`config.mk`:
```
export PLATFORM = sky130hd
export DESIGN_NAME = multicycle_control_unit
export DESIGN_NICKNAME = d
export VERILOG_FILES = /design/src/rtl/cu_pkg.sv /design/src/rtl/alu_decoder.sv /design/src/rtl/multicycle_control_unit.sv
export SDC_FILE = /design/constraint.sdc
export NUM_CORES = 1
export LEC_CHECK = 0
export ABC_CLOCK_PERIOD_IN_PS = 1910
export BUFFER_PORTS_ARGS = -buffer_cell sky130_fd_sc_hd__buf_2
export CORE_MARGIN = 4
export CORE_UTILIZATION = 40
export CTS_CLUSTER_SIZE = 14
export DETAILED_ROUTE_END_ITERATION = 7
export GPL_TIMING_DRIVEN = 0
export SLEW_MARGIN = 10
export SYNTH_ARGS = -nofsm -noshare
export SYNTH_HDL_FRONTEND = slang
export SYNTH_SLANG_ARGS = --single-unit
```
`constraint.sdc`:
```
create_clock -name clk -period 1.91 [get_ports clk]
set_input_delay 0.191 -clock clk [delete_from_list [all_inputs] [get_ports clk]]
set_output_delay 0.191 -clock clk [all_outputs]
set_load 0.03 [all_outputs]
```
`src/rtl/cu_pkg.sv`:
```
// rtl/cu_pkg.sv - shared encodings for the multicycle control unit and its ALU decoder
package cu_pkg;

    typedef enum logic [6:0] {
        OP_LOAD   = 7'b0000011,
        OP_STORE  = 7'b0100011,
        OP_R      = 7'b0110011,
        OP_I      = 7'b0010011,
        OP_BRANCH = 7'b1100011,
        OP_JAL    = 7'b1101111,
        OP_LUI    = 7'b0110111,
        OP_AUIPC  = 7'b0010111,
        OP_JALR   = 7'b1100111
    } opcode_e;

    typedef enum logic [3:0] {
        S_FETCH, S_DECODE, S_MEMADR, S_MEMREAD, S_MEMWB, S_MEMWRITE,
        S_EXECR, S_EXECI, S_ALUWB, S_BRANCH, S_JAL,
        S_EXECU, S_JALRT, S_JALRWB
    } state_e;

    typedef enum logic [1:0] {
        ALUOP_ADD   = 2'b00,
        ALUOP_SUB   = 2'b01,
        ALUOP_FUNCT = 2'b10
    } alu_op_e;

    typedef enum logic [2:0] {
        IMM_I = 3'b000, IMM_S = 3'b001, IMM_B = 3'b010, IMM_J = 3'b011, IMM_U = 3'b100
    } imm_src_e;

    typedef enum logic [1:0] {
        RES_ALUOUT = 2'b00, RES_DATA = 2'b01, RES_ALURESULT = 2'b10
    } res_src_e;

    typedef enum logic [1:0] {
        SRCA_PC = 2'b00, SRCA_OLDPC = 2'b01, SRCA_RS1 = 2'b10, SRCA_ZERO = 2'b11
    } src_a_e;

    typedef enum logic [1:0] {
        SRCB_RS2 = 2'b00, SRCB_IMM = 2'b01, SRCB_FOUR = 2'b10
    } src_b_e;

    typedef enum logic [3:0] {
        ALU_ADD = 4'd0, ALU_SUB = 4'd1, ALU_SLL = 4'd2, ALU_SLT = 4'd3, ALU_SLTU = 4'd4,
        ALU_XOR = 4'd5, ALU_SRL = 4'd6, ALU_SRA = 4'd7, ALU_OR = 4'd8, ALU_AND = 4'd9
    } alu_ctrl_e;

endpackage

```
`src/rtl/alu_decoder.sv`:
```
// rtl/alu_decoder.sv - maps ALUOp, funct3, funct7b5 and opcode bit 5 to the ALU operation code
module alu_decoder
    import cu_pkg::*;
#(
    parameter int ALU_CTRL_W = 4
) (
    input  logic [1:0]            i_alu_op,
    input  logic [2:0]            i_funct3,
    input  logic                  i_funct7b5,
    input  logic                  i_op5,
    output logic [ALU_CTRL_W-1:0] o_alu_control
);

    alu_ctrl_e w_code;

    always_comb begin
        w_code = ALU_ADD;
        case (i_alu_op)
            ALUOP_ADD: w_code = ALU_ADD;
            ALUOP_SUB: w_code = ALU_SUB;
            default: begin
                // bit 30 only means SUB for register-register ops; addi keeps it as immediate bits
                case (i_funct3)
                    3'b000:  w_code = (i_funct7b5 && i_op5) ? ALU_SUB : ALU_ADD;
                    3'b001:  w_code = ALU_SLL;
                    3'b010:  w_code = ALU_SLT;
                    3'b011:  w_code = ALU_SLTU;
                    3'b100:  w_code = ALU_XOR;
                    3'b101:  w_code = i_funct7b5 ? ALU_SRA : ALU_SRL;
                    3'b110:  w_code = ALU_OR;
                    default: w_code = ALU_AND;
                endcase
            end
        endcase
    end

    assign o_alu_control = ALU_CTRL_W'(w_code);

endmodule

```
`src/rtl/multicycle_control_unit.sv`:
```
// rtl/multicycle_control_unit.sv - multicycle RV32I control FSM; CU_UPPER_JALR_EN adds LUI/AUIPC/JALR
module multicycle_control_unit
    import cu_pkg::*;
#(
    parameter int ALU_CTRL_W = 4,
    parameter int INSTRET_W  = 32
) (
    input  logic                  clk,
    input  logic                  rst_n,
    input  logic [6:0]            opcode_i,
    input  logic [2:0]            funct3_i,
    input  logic                  funct7b5_i,
    input  logic                  Zero_i,
    input  logic                  Lt_i,
    input  logic                  mem_ready_i,
    output logic                  PCWrite_o,
    output logic                  AdrSrc_o,
    output logic                  MemWrite_o,
    output logic                  IRWrite_o,
    output logic [1:0]            ResultSrc_o,
    output logic [1:0]            ALUSrcA_o,
    output logic [1:0]            ALUSrcB_o,
    output logic [2:0]            ImmSrc_o,
    output logic [ALU_CTRL_W-1:0] ALUControl_o,
    output logic                  RegWrite_o,
    output logic                  illegal_o,
    output logic [INSTRET_W-1:0]  instret_o
);

    state_e                 r_state;
    state_e                 w_next;
    logic [INSTRET_W-1:0]   r_instret;
    logic                   w_retire;
    logic                   w_pc_write, w_ir_write, w_mem_write, w_reg_write, w_adr_src, w_illegal;
    res_src_e               w_result_src;
    src_a_e                 w_src_a;
    src_b_e                 w_src_b;
    imm_src_e               w_imm_src;
    alu_op_e                w_alu_op;

    always_ff @(posedge clk or negedge rst_n) begin
        if (!rst_n) begin
            r_state   <= S_FETCH;
            r_instret <= '0;
        end else begin
            r_state <= w_next;
            if (w_retire)
                r_instret <= r_instret + INSTRET_W'(1);
        end
    end

    always_comb begin
        w_next       = r_state;
        w_retire     = 1'b0;
        w_pc_write   = 1'b0;
        w_ir_write   = 1'b0;
        w_mem_write  = 1'b0;
        w_reg_write  = 1'b0;
        w_adr_src    = 1'b0;
        w_illegal    = 1'b0;
        w_result_src = RES_ALUOUT;
        w_src_a      = SRCA_PC;
        w_src_b      = SRCB_RS2;
        w_imm_src    = IMM_I;
        w_alu_op     = ALUOP_ADD;
        case (r_state)
            S_FETCH: begin
                w_src_b      = SRCB_FOUR;
                w_result_src = RES_ALURESULT;
                w_ir_write   = mem_ready_i;
                w_pc_write   = mem_ready_i;
                if (mem_ready_i)
                    w_next = S_DECODE;
            end
            S_DECODE: begin
                // OldPC + B-immediate is precomputed here for a possible branch
                w_src_a   = SRCA_OLDPC;
                w_src_b   = SRCB_IMM;
                w_imm_src = IMM_B;
                case (opcode_i)
                    OP_LOAD, OP_STORE: w_next = S_MEMADR;
                    OP_R:              w_next = S_EXECR;
                    OP_I:              w_next = S_EXECI;
                    OP_BRANCH:         w_next = S_BRANCH;
                    OP_JAL:            w_next = S_JAL;
`ifdef CU_UPPER_JALR_EN
                    OP_LUI, OP_AUIPC:  w_next = S_EXECU;
                    OP_JALR:           w_next = S_JALRT;
`endif
                    default: begin
                        w_next    = S_FETCH;
                        w_illegal = 1'b1;
                    end
                endcase
            end
            S_MEMADR: begin
                w_src_a = SRCA_RS1;
                w_src_b = SRCB_IMM;
                if (opcode_i[5]) begin
                    w_imm_src = IMM_S;
                    w_next    = S_MEMWRITE;
                end else begin
                    w_imm_src = IMM_I;
                    w_next    = S_MEMREAD;
                end
            end
            S_MEMREAD: begin
                w_adr_src = 1'b1;
                if (mem_ready_i)
                    w_next = S_MEMWB;
            end
            S_MEMWB: begin
                w_result_src = RES_DATA;
                w_reg_write  = 1'b1;
                w_retire     = 1'b1;
                w_next       = S_FETCH;
            end
            S_MEMWRITE: begin
                w_adr_src   = 1'b1;
                w_mem_write = 1'b1;
                if (mem_ready_i) begin
                    w_retire = 1'b1;
                    w_next   = S_FETCH;
                end
            end
            S_EXECR: begin
                w_src_a  = SRCA_RS1;
                w_alu_op = ALUOP_FUNCT;
                w_next   = S_ALUWB;
            end
            S_EXECI: begin
                w_src_a  = SRCA_RS1;
                w_src_b  = SRCB_IMM;
                w_alu_op = ALUOP_FUNCT;
                w_next   = S_ALUWB;
            end
            S_ALUWB: begin
                w_reg_write = 1'b1;
                w_retire    = 1'b1;
                w_next      = S_FETCH;
            end
            S_BRANCH: begin
                w_src_a  = SRCA_RS1;
                w_alu_op = ALUOP_SUB;
                w_next   = S_FETCH;
                // funct3[2] selects the Lt family, funct3[0] inverts the condition
                if (funct3_i[2:1] == 2'b01) begin
                    w_illegal = 1'b1;
                end else begin
                    w_pc_write = funct3_i[2] ? (Lt_i ^ funct3_i[0]) : (Zero_i ^ funct3_i[0]);
                    w_retire   = 1'b1;
                end
            end
            S_JAL: begin
                w_src_a    = SRCA_OLDPC;
                w_src_b    = SRCB_FOUR;
                w_imm_src  = IMM_J;
                w_pc_write = 1'b1;
                w_next     = S_ALUWB;
            end
`ifdef CU_UPPER_JALR_EN
            S_EXECU: begin
                w_src_a   = opcode_i[5] ? SRCA_ZERO : SRCA_OLDPC;
                w_src_b   = SRCB_IMM;
                w_imm_src = IMM_U;
                w_next    = S_ALUWB;
            end
            S_JALRT: begin
                w_src_a      = SRCA_RS1;
                w_src_b      = SRCB_IMM;
                w_result_src = RES_ALURESULT;
                w_pc_write   = 1'b1;
                w_next       = S_JALRWB;
            end
            S_JALRWB: begin
                w_src_a      = SRCA_OLDPC;
                w_src_b      = SRCB_FOUR;
                w_result_src = RES_ALURESULT;
                w_reg_write  = 1'b1;
                w_retire     = 1'b1;
                w_next       = S_FETCH;
            end
`endif
            default: w_next = S_FETCH;
        endcase
    end

    alu_decoder #(.ALU_CTRL_W(ALU_CTRL_W)) u_alu_decoder (
        .i_alu_op      (w_alu_op),
        .i_funct3      (funct3_i),
        .i_funct7b5    (funct7b5_i),
        .i_op5         (opcode_i[5]),
        .o_alu_control (ALUControl_o)
    );

    // strobes are gated by rst_n so they drop the instant reset asserts
    assign PCWrite_o   = w_pc_write  & rst_n;
    assign IRWrite_o   = w_ir_write  & rst_n;
    assign MemWrite_o  = w_mem_write & rst_n;
    assign RegWrite_o  = w_reg_write & rst_n;
    assign illegal_o   = w_illegal   & rst_n;
    assign AdrSrc_o    = w_adr_src;
    assign ResultSrc_o = w_result_src;
    assign ALUSrcA_o   = w_src_a;
    assign ALUSrcB_o   = w_src_b;
    assign ImmSrc_o    = w_imm_src;
    assign instret_o   = r_instret;

endmodule

```
==> results of run 1 <==
[per-stage QoR]
stage | util [%] | setup TNS, ns | setup slack [ns] | cell area (um^2)
after global placement | 48.44 | -0.004315 | -0.003789 | 2868
final | 51.59 | 0 | 0.09860 | 3054
after global routing | 51.59 | -0.03590 | -0.02601 | 3054
after floorplan | - | -0.01018 | -0.01018 | 2454
after CTS | 50.17 | -0.09765 | -0.02944 | 2970
after detailed placement | 48.44 | -0.08064 | -0.04552 | 2868
[layer usage]
layer	track usage (%)	vias up	routed length (um)
met3	2.662	2	265
met4	4.674	0	36
met1	23.91	1069	2890
li1	-	1069	-
met5	0	-	0
met2	28.10	49	3043
[cells in the mapped netlist, types with 2 or more instances]
cell type,number
a21oi_1,14
and2_1,3
and3_1,9
and3_2,2
and4_1,2
and4_2,2
buf_1,4
buf_2,2
buf_4,4
buf_6,2
clkbuf_1,4
dfrtp_1,36
inv_1,3
mux2i_1,2
nand2_1,22
nand2b_1,2
nand3_1,12
nand3b_1,6
nand4_1,9
nor2_1,12
nor2b_1,5
nor3_1,12
nor3b_1,5
nor4_1,8
nor4_2,8
o21ai_0,6
or2_2,2
xnor2_1,5
xor2_1,31
[final cells by class]
type / count / area [um^2] / area share, %
Clock buffer: 6 / 72.57 / 2.376
Tap cell: 75 / 93.84 / 3.073
Inverter: 4 / 15.01 / 0.4916
Multi-Input combinational cell: 201 / 1489 / 48.75
Buffer: 16 / 127.6 / 4.179
Timing Repair Buffer: 66 / 349.1 / 11.43
Sequential cell: 36 / 902.1 / 29.54
Clock inverter: 1 / 5.005 / 0.1639
[cells by family after synthesis]
group	after synthesis	share of synthesized area, %
flops	36	36.79
compound gates	28	7.359
simple gates	131	34.70
fa+ha+maj	1	0.5109
other cells	1	0.1531
mux	3	1.277
buf+inv	21	5.212
xor+xnor	37	14.00
[registers in the layout, summed over array words and instances, names as in the netlist]
register and flops:
instret_o 32, r_state 4
[power by group through the flow]
stage	Sequential [mW]	Combinational [mW]	Clock (mW)
2_1_floorplan	0.909	0.234	0
3_3_place_gp	0.854	0.425	0
3_5_place_dp	0.856	0.430	0
4_1_cts	0.847	0.429	0.528
5_1_grt	0.856	0.473	0.557
6_report	0.846	0.436	0.506
[timing repair]
action                     in CTS  in global routing
resized for setup              11                 19
hold buffers                    0                  0
pin swaps                       1                  4
setup buffers                   0                  2
setup endpoints to repair      19                 18
[cell usage in the layout (no fill, tap or decap), types with 2 or more instances in the layout]
cell type and instances:
nand3b_1 6, o21ai_0 6, nor3_1 11, and4_1 2
and2_1 3, buf_2 65, nor2b_1 4, and4_2 2
nor2_1 10, xnor2_1 5, and3_2 2, clkbuf_8 5
buf_6 5, clkbuf_1 3, nand2_1 22, nor3b_1 4
nand3_1 12, nor4_1 2, mux2i_1 2, xor2_1 31
nor4_2 14, clkbuf_4 2, nand2b_1 2, dfrtp_1 35
nand4_1 9, inv_1 3, a21oi_1 14, and3_1 9
buf_4 7
[path summary, 6_finish.rpt]
kind	startpoint	endpoint	slack, ns	cells after the start
worst max-delay path	r_state[1]	PCWrite_o	0.1	6
worst min-delay path	rst_n	instret_o[31]	0.02	1
worst max register to register	instret_o[11]	instret_o[31]	0.13	5
worst min register to register	instret_o[31]	instret_o[31]	0.47	1
max in group asynchronous	rst_n	r_state[0]	1.25	1
min in group clk	opcode_i[0]	r_state[1]	0.18	3
==> key figures, run 1 <==
Synth
  – Cell variety after synth: 53
  – Synth area leaders: dfrtp_1, xor2_1, nor4_2
  – Post-synthesis sequential area ratio: 36.79%
  – Synth top area share: 36.79%
  – Seq cells post-synth: 36
  – Syn_area_per_cell: 9.491 um^2
  – Synth async-reset ratio: 100.0%
  – Mapped Area: 2449 um^2
  – Syn_nets: 275
  – Post-synth EDFFs: 0
  – Cell taking the most area after synthesis: dfrtp_1
  – Cells after synthesis: 258
  – Yosys warns: 0
  – Most used DFF post-synth: dfrtp_1

Global route
  – Vias in the first global route: 2121
  – Initial antenna violation count: 0
  – GR Util All Layers: 17.24%
  – Gr ovfl total: 0
  – First-pass GRT wire length: 10430 um
  – Largest net degree at the start of global routing: 42

Drt
  – Routed Antenna Nets: 0
  – Post-Route WL: 6236 um
  – DR DRC count: 0
  – Post-DR wirelength/cell: 15.40 um
  – Drt via density: 5.405
  – First-pass iteration count of the detailed router: 4
  – DRT iter0 DRCs: 78
  – Total number of vias: 2189

STA
  – Final min period: 1.811 ns
  – Setup Viol. Count Final: 0
  – Fin Hold WS: 0.02245 ns
  – Pins Over Slew Limit: 0
  – Worst-margin pin slew: 0.8976 ns
  – Max Fclk: 0.5521 GHz
  – Worst Skew: 0.008010 ns
  – Max-slew headroom: 40.16%
  – Fin crit share: 94.84%
  – Final-report hold violation count: 0
  – RSZ-0062 raised after global routing: true

Setup path
  – Worst Setup End Kind: primary output
  – WP data arrival: 1.62 ns
  – CP max FO: 10
  – Crit path max-delay family: flip-flops
  – CP startpoint kind: flop
  – Slowest-stage cell, CP: dfrtp_1
  – Required time worst endpoint: 1.72 ns
  – Slowest Stage Delay on Critical Path: 0.41 ns
  – Crit Path Category: flop to primary output
  – Critical path buffer and inverter count: 2
  – Crit-path most repeated cell: buf_6
  – Worst path cell trace: buf_6 > nor3b_2 > a21oi_1 > nor3_1 > o2111a_1 > buf_6

Floorplanning
  – Initial core utilization: 41.36%
  – Die height: 86.24 um
  – Io pins: 67
  – Die area: 7437 um^2
  – Core ar.: 5921 um^2
  – Placement Rows: 28
  – Chip width: 86.24 um

Power
  – NetSw: 588.4 uW
  – Cell Pwr Density: 585.4 nW/um^2
  – Reg power frac: 47.3%
  – LEAKAGE: 1.235 nW
  – Clock network power share: 28.3%
  – Total power: 1.788 mW
  – Maximum vdd drop: 583.4 uV
  – Switching Share: 32.91%
  – Comb power frac: 24.4%
  – Cell Int Power: 1.199 mW

Run status
  – Outcome: finished, final reports clean

Placed design
  – PortBufs: 64
  – Hpwl dp: 4512 um
  – Final Wtd Congestion: 0.8265
  – Cell count after placement: 397

Clock network
  – H-tree levels: 2
  – CTS tree: built
  – CTS buffer count: 5
  – CTS Buffer Depth: 2
  – Clock Root Buffer: clkbuf_8
  – CTS sink count: 36
  – Clk slew on worst S/H paths: 0.07 ns
  – Worst-skew pair later-pin latency: 0.28 ns

Cells and area
  – Area Growth Syn to Fin: 24.73%
  – Final #Nets: 347
  – Fraction of layout cells with a size suffix above 1: 37.58%
  – ANT cells: 0
  – Final cell count without fillers: 405
  – Fill count: 562

Min path
  – Worst Hold Class: input pin to async pin

Flow run
  – Total of max-cap violations: 0
Note: power is estimated with default switching activity, not from simulation.
==> run 2: changes to the inputs <==
--- a/config.mk
+++ b/config.mk
@@ -5,8 +5,10 @@
 export SDC_FILE = /design/constraint.sdc
 export NUM_CORES = 1
 export LEC_CHECK = 0
-export ABC_CLOCK_PERIOD_IN_PS = 1910
+export ABC_AREA = 1
+export ABC_CLOCK_PERIOD_IN_PS = 2100
 export BUFFER_PORTS_ARGS = -buffer_cell sky130_fd_sc_hd__buf_2
+export CORE_ASPECT_RATIO = 1.4
 export CORE_MARGIN = 4
 export CORE_UTILIZATION = 40
 export CTS_CLUSTER_SIZE = 14
==> constraint.sdc (replaced) <==
create_clock -name clk -period 2.1 [get_ports clk]
set_input_delay 0.21 -clock clk [delete_from_list [all_inputs] [get_ports clk]]
set_output_delay 0.21 -clock clk [all_outputs]
set_load 0.03 [all_outputs]
==> key figures, run 2 <==
Synth
  – Post-synth EDFFs: 0 (unchanged)
  – Post-Synth Adder-Cell Area: 0.4735% (-0.038 points)
  – Most used DFF post-synth: dfrtp_1
  – Mux cell area share after synthesis: 0% (-1.3 points)
  – Yosys warns: 0 (unchanged)
  – Seq cells post-synth: 36 (unchanged)
  – Syn_nets: 426 (+55%)
  – Synth async-reset ratio: 100.0% (unchanged)
  – Mapped Area: 2643 um^2 (+7.9%)
  – Compound-Gate Fraction of Synth Area: 2.604% (-4.8 points)
  – Simple-gate share of the synthesized area: 47.40% (+13 points)
  – Synth Area in XOR/XNOR: 6.250% (-7.8 points)
  – Cell variety after synth: 27 (-49%)
  – Synth area leaders: dfrtp_1, nand2_1, nor2_1
  – Syn_area_per_cell: 6.461 um^2 (-32%)
  – Post-synthesis sequential area ratio: 34.09% (-2.7 points)
  – Main combinational cell family by area after synthesis: simple AND/OR/NAND/NOR gates
  – Most frequent cells after synthesis: nand2_1, nor2_1, inv_1, dfrtp_1, nand3_1
  – Synth top area share: 34.09% (-2.7 points)
  – Cells after synthesis: 409 (+59%)
  – Cell taking the most area after synthesis: dfrtp_1
  – Count leader, synth: nand2_1

Cells and area
  – ANT cells: 0 (unchanged)
  – Number of flip-flops in the largest register: 32 (unchanged)
  – Fraction of layout cells with a size suffix above 1: 23.65% (-14 points)
  – Cell area after layout: 3222 um^2 (+5.5%)
  – Most common cell after layout, fill and taps aside: nand2_1
  – Fill count: 662 (+18%)
  – Final cell count without fillers: 554 (+37%)
  – Final core utilization: 50.83% (-0.76 points)
  – Final #Nets: 498 (+44%)
  – Area Growth Syn to Fin: 21.92%
  – Commonest non-fill, non-tap cells in the layout: nand2_1, buf_2, nor2_1, inv_1, dfrtp_1

Floorplanning
  – Die area: 7989 um^2 (+7.4%)
  – Chip width: 76.70 um (-11%)
  – Initial core utilization: 41.69% (+0.33 points)
  – Core ar.: 6339 um^2 (+7.1%)
  – Die height: 104.2 um (+21%)
  – Io pins: 67 (unchanged)
  – Placement Rows: 34 (+21%)

Setup path
  – CP max FO: 5 (-5)
  – Required time worst endpoint: 1.89 ns (+0.17 ns)
  – CP startpoint kind: flop
  – Crit Path Category: flop to primary output
  – WP data arrival: 1.71 ns (+0.09 ns)
  – Worst Setup End Kind: primary output

Placed design
  – Placed Area: 3058 um^2 (+6.6%)
  – Hpwl dp: 5502 um (+22%)
  – Cell count after placement: 546 (+38%)
  – Final Wtd Congestion: 0.8966 (+8.5%)
  – DP Worst Slack: 0.3530 ns (+0.3985 ns)
  – PortBufs: 65 (+1.6%)

Drt
  – Post-DR wirelength/cell: 12.41 um (-19%)
  – Total number of vias: 2699 (+23%)
  – First-pass iteration count of the detailed router: 4 (unchanged)
  – DR DRC count: 0 (unchanged)
  – Drt via density: 4.872 (-9.9%)
  – DRT iter0 DRCs: 94 (+21%)
  – Post-Route WL: 6875 um (+10%)
  – Routed Antenna Nets: 0 (unchanged)

STA
  – Setup Viol. Count Final: 0 (unchanged)
  – Max Fclk: 0.5216 GHz
  – Worst Skew: 0.006689 ns (-0.001322 ns)
  – Final WS setup: 0.1829 ns (+0.08427 ns)
  – Final min period: 1.917 ns
  – Fin crit share: 91.29%
  – Pins Over Slew Limit: 0 (unchanged)
  – Max-slew headroom: 44.70% (+4.5 points)
  – Worst-margin pin slew: 0.8295 ns (-0.06813 ns)
  – Final-report hold violation count: 0 (unchanged)
  – RSZ-0062 raised after global routing: false
  – Fin Setup TNS: 0 ns (unchanged)
  – Fin Hold WS: 0.01517 ns (-0.007280 ns)

Flow run
  – Total of max-cap violations: 0 (unchanged)

Min path
  – Worst Hold Class: input pin to async pin

Power
  – Maximum vdd drop: 401.9 uV (-31%)
  – LEAKAGE: 1.667 nW (+35%)
  – Cell Pwr Density: 730.4 nW/um^2 (+25%)
  – Total power: 2.353 mW (+32%)

Global route
  – GR Util All Layers: 18.03% (+0.79 points)
  – Vias in the first global route: 2642 (+25%)
  – Largest net degree at the start of global routing: 38 (-9.5%)
  – First-pass GRT wire length: 11920 um (+14%)
  – Initial antenna violation count: 0 (unchanged)
  – Gr ovfl total: 0 (unchanged)

Clock network
  – # Post-CTS Setup Buffers: 0 (unchanged)
  – H-tree levels: 2 (unchanged)
  – Clk slew on worst S/H paths: 0.08 ns (about the same)
  – CTS tree: built
  – Clock Root Buffer: clkbuf_8
  – CTS buffer count: 5 (unchanged)
  – CTS Buffer Depth: 2 (unchanged)
  – CTS sink count: 36 (unchanged)
  – Worst-skew pair later-pin latency: 0.29 ns (about the same)

Run status
  – Outcome: finished, final reports clean
[run 2: cell count changes after synthesis, moves of 9 or more]
cell,change
nor2_2,+9
and3_1,-9
nor2_1,+42
nand2_1,+139
a21oi_1,-9
inv_1,+42
nand2_2,+16
nand3_1,+17
xor2_1,-24
nor3_1,-10
[run 2: kinds of logic after synthesis]
kind of cell               Yosys count
AOI/OAI and AO/OA                   13
xor gates and xnor gates            18
adders and majority gates            1
buffers and inverters               53
DFF                                 36
other                                1
and+or+nand+nor                    287
[run 2: repair_timing]
item,in CTS,in global routing
endpoints found under the setup margin,0,2
resized for setup,0,2
hold buffers,0,0
[run 2: worst paths after layout]
check | startpoint | endpoint | slack [ns] | depth (start not counted)
setup / recovery | r_state[2] | illegal_o | 0.18 | 6
hold / removal | rst_n | instret_o[3] | 0.02 | 1
setup reg to reg | instret_o[0] | instret_o[28] | 0.43 | 8
hold reg to reg | instret_o[6] | instret_o[6] | 0.52 | 1
max in group asynchronous | rst_n | instret_o[23] | 1.56 | 1
min in group clk | mem_ready_i | r_state[1] | 0.24 | 2
[run 2: critical path: stages (launching register included)]
cell and delay (ns):
dfrtp_1 0.41, nor2_1 0.20, inv_1 0.11, nor2_2 0.20
nand4_1 0.14, a21oi_1 0.15, buf_2 0.21
[run 2: final cells by class]
cell class | instances | area (um^2) | area share [%]
timing repair buffer | 65 | 325.3 | 10.10
multi-input combinational | 320 | 1508 | 46.80
sequential | 36 | 900.9 | 27.96
clock buffer | 5 | 68.82 | 2.136
tap | 72 | 90.09 | 2.796
buffer | 6 | 62.56 | 1.942
inverter | 47 | 176.4 | 5.476
clock inverter | 3 | 90.09 | 2.796
[run 2: per-layer routing]
metal	part of all wire (%)	vias up	GRT usage, %
li1	-	1399	-
met1	42	1218	20.78
met2	51	68	32.54
met3	4.7	14	3.033
met4	2.5	0	7.254
met5	0	-	0
[run 2: power by group]
group	internal (mW)	leakage (nW)	switching (mW)
logic	0.198	1.09	0.505
clock network	0.594	0.0784	0.265
registers	0.734	0.496	0.0558
total	1.53	1.67	0.826
==> run 3: changes to the inputs <==
--- a/config.mk
+++ b/config.mk
@@ -5,8 +5,6 @@
 export SDC_FILE = /design/constraint.sdc
 export NUM_CORES = 1
 export LEC_CHECK = 0
-export ABC_AREA = 1
-export ABC_CLOCK_PERIOD_IN_PS = 2100
 export BUFFER_PORTS_ARGS = -buffer_cell sky130_fd_sc_hd__buf_2
 export CORE_ASPECT_RATIO = 1.4
 export CORE_MARGIN = 4
==> key figures, run 3 (synthesis results as in run 1) <==
STA
  – Pins Over Slew Limit: 0 (unchanged)
  – Fin Hold WS: 0.03632 ns (+0.02115 ns)
  – Worst Skew: 0.009572 ns (+0.002884 ns)
  – Fin crit share: 92.39% (+1.1 points)
  – Final WS setup: 0.1598 ns (-0.02309 ns)
  – Final-report hold violation count: 0 (unchanged)
  – Final min period: 1.940 ns (+0.02309 ns)
  – Fin Setup TNS: 0 ns (unchanged)
  – RSZ-0062 raised after global routing: false
  – Max Fclk: 0.5154 GHz (-1.2%)
  – Max-slew headroom: 40.06% (-4.6 points)
  – Setup Viol. Count Final: 0 (unchanged)
  – Worst-margin pin slew: 0.8991 ns (+0.06956 ns)

Min path
  – Worst Hold Class: input pin to async pin

Floorplanning
  – Chip width: 74.13 um (-3.4%)
  – Placement Rows: 33 (-2.9%)
  – Initial core utilization: 41.47% (-0.22 points)
  – Io pins: 67 (unchanged)
  – Die height: 100.6 um (-3.5%)
  – Core ar.: 5904 um^2 (-6.8%)
  – Die area: 7455 um^2 (-6.7%)

Power
  – Total power: 1.655 mW (-30%)
  – Comb power frac: 23.4% (-6.5 points)
  – Reg power frac: 46.4% (+13 points)
  – Cell Int Power: 1.091 mW (-29%)
  – NetSw: 564.1 uW (-32%)
  – Maximum vdd drop: 287.2 uV (-29%)
  – LEAKAGE: 1.224 nW (-27%)
  – Clock network power share: 30.2% (-6.3 points)
  – Cell Pwr Density: 557.3 nW/um^2 (-24%)
  – Switching Share: 34.09% (-1.0 points)

Global route
  – Gr ovfl total: 0 (unchanged)
  – First-pass GRT wire length: 10620 um (-11%)
  – Initial antenna violation count: 0 (unchanged)
  – Largest net degree at the start of global routing: 42 (+11%)
  – GR Util All Layers: 17.96% (-0.070 points)
  – Vias in the first global route: 2274 (-14%)

Placed design
  – PortBufs: 64 (-1.5%)
  – Final Wtd Congestion: 0.8114 (-9.5%)
  – Cell count after placement: 392 (-28%)
  – Hpwl dp: 4690 um (-15%)
  – DP Worst Slack: 0.1363 ns (-0.2167 ns)
  – Placed Area: 2861 um^2 (-6.4%)

Clock network
  – CTS sink count: 36 (unchanged)
  – H-tree levels: 2 (unchanged)
  – Post-cts hold buffer count: 0 (unchanged)
  – CTS tree: built
  – Clk slew on worst S/H paths: 0.08 ns (about the same)
  – Worst-skew pair later-pin latency: 0.29 ns (about the same)
  – CTS Buffer Depth: 2 (unchanged)
  – CTS buffer count: 5 (unchanged)
  – Clock Root Buffer: clkbuf_8

Cells and area
  – Cell area after layout: 2969 um^2 (-7.8%)
  – Most common cell after layout, fill and taps aside: buf_2
  – Commonest non-fill, non-tap cells in the layout: buf_2, dfrtp_1, xor2_1, nand2_1, a21oi_1
  – Final cell count without fillers: 400 (-28%)
  – Number of flip-flops in the largest register: 32 (unchanged)
  – Final core utilization: 50.29% (-0.54 points)
  – Fill count: 597 (-9.8%)
  – Fraction of layout cells with a size suffix above 1: 35.15% (+12 points)
  – ANT cells: 0 (unchanged)
  – Area Growth Syn to Fin: 21.26%
  – Final #Nets: 346 (-31%)

Drt
  – Post-DR wirelength/cell: 15.68 um (+26%)
  – Drt via density: 5.500 (+13%)
  – DRT iter0 DRCs: 67 (-29%)
  – Routed Antenna Nets: 0 (unchanged)
  – DR DRC count: 0 (unchanged)
  – Post-Route WL: 6272 um (-8.8%)
  – First-pass iteration count of the detailed router: 4 (unchanged)
  – Total number of vias: 2200 (-18%)

Setup path
  – R2R Path Start: r_state[2]
  – WP data arrival: 1.73 ns (+0.02 ns)
  – Critical Path Start: r_state[3]
  – CP startpoint kind: flop
  – Crit Path Category: flop to primary output
  – Worst Setup End Kind: primary output
  – Required time worst endpoint: 1.89 ns (about the same)
  – CP max FO: 10 (+5)

Run status
  – Outcome: finished, final reports clean

Flow run
  – Total of max-cap violations: 0 (unchanged)
[run 3: changes by cell type in the layout (fill, tap and decap cells not counted), moves of 10 or more]
cell	change
inv_1	-42
nor2_2	-10
nand3_1	-17
xor2_1	+24
nand2_2	-16
nand2_1	-139
nor2_1	-41
[run 3: routing by layer]
layer	vias up	track usage (%)	wire (um)	share of wire [%]
li1	1068	-	-	-
met1	1059	21.21	2446	39
met2	62	31.28	3407	54
met3	11	2.994	292	4.7
met4	0	7.810	125	2.0
met5	-	0	0	0
[run 3: layout make-up]
cell class / count / area, um^2 / share of cell area, %
Tap cell: 70 / 87.58 / 2.950
Buffer: 16 / 113.9 / 3.835
Inverter: 4 / 15.01 / 0.5057
Clock inverter: 3 / 18.77 / 0.6321
Clock buffer: 5 / 68.82 / 2.318
Timing Repair Buffer: 65 / 327.8 / 11.04
Sequential cell: 36 / 900.9 / 30.34
Multi-Input combinational cell: 201 / 1436 / 48.38
[run 3: power groups by stage]
stage               registers, mW  logic, mW  clock network, mW
floorplan                   0.827      0.213                  0
global placement            0.774      0.389                  0
detailed placement          0.776      0.396                  0
CTS                         0.762      0.399              0.513
global route                0.776      0.422              0.546
finish                      0.767      0.387              0.500
[run 3: worst max-delay path: stages (launching register included)]
cell,delay [ns]
dfrtp_1,0.33
buf_4,0.19
buf_1,0.39
o21ai_0,0.17
nor3_1,0.14
buf_2,0.22
[run 3: worst paths after layout]
kind / cells after the start / to / slack (ns)
worst min register to register: 1 / instret_o[31] / 0.47
worst max register to register: 6 / instret_o[20] / 0.28
worst min-delay path: 1 / instret_o[20] / 0.04
max in group asynchronous: 1 / r_state[3] / 1.49
min in group clk: 3 / r_state[1] / 0.21
worst max-delay path: 5 / ImmSrc_o[0] / 0.16
[run 3: what timing repair did]
action,4_1_cts,5_1_grt
buffers inserted,0,1
cloned,0,0
gates resized for setup,2,7
setup endpoints to repair,8,17
pin swaps,0,1
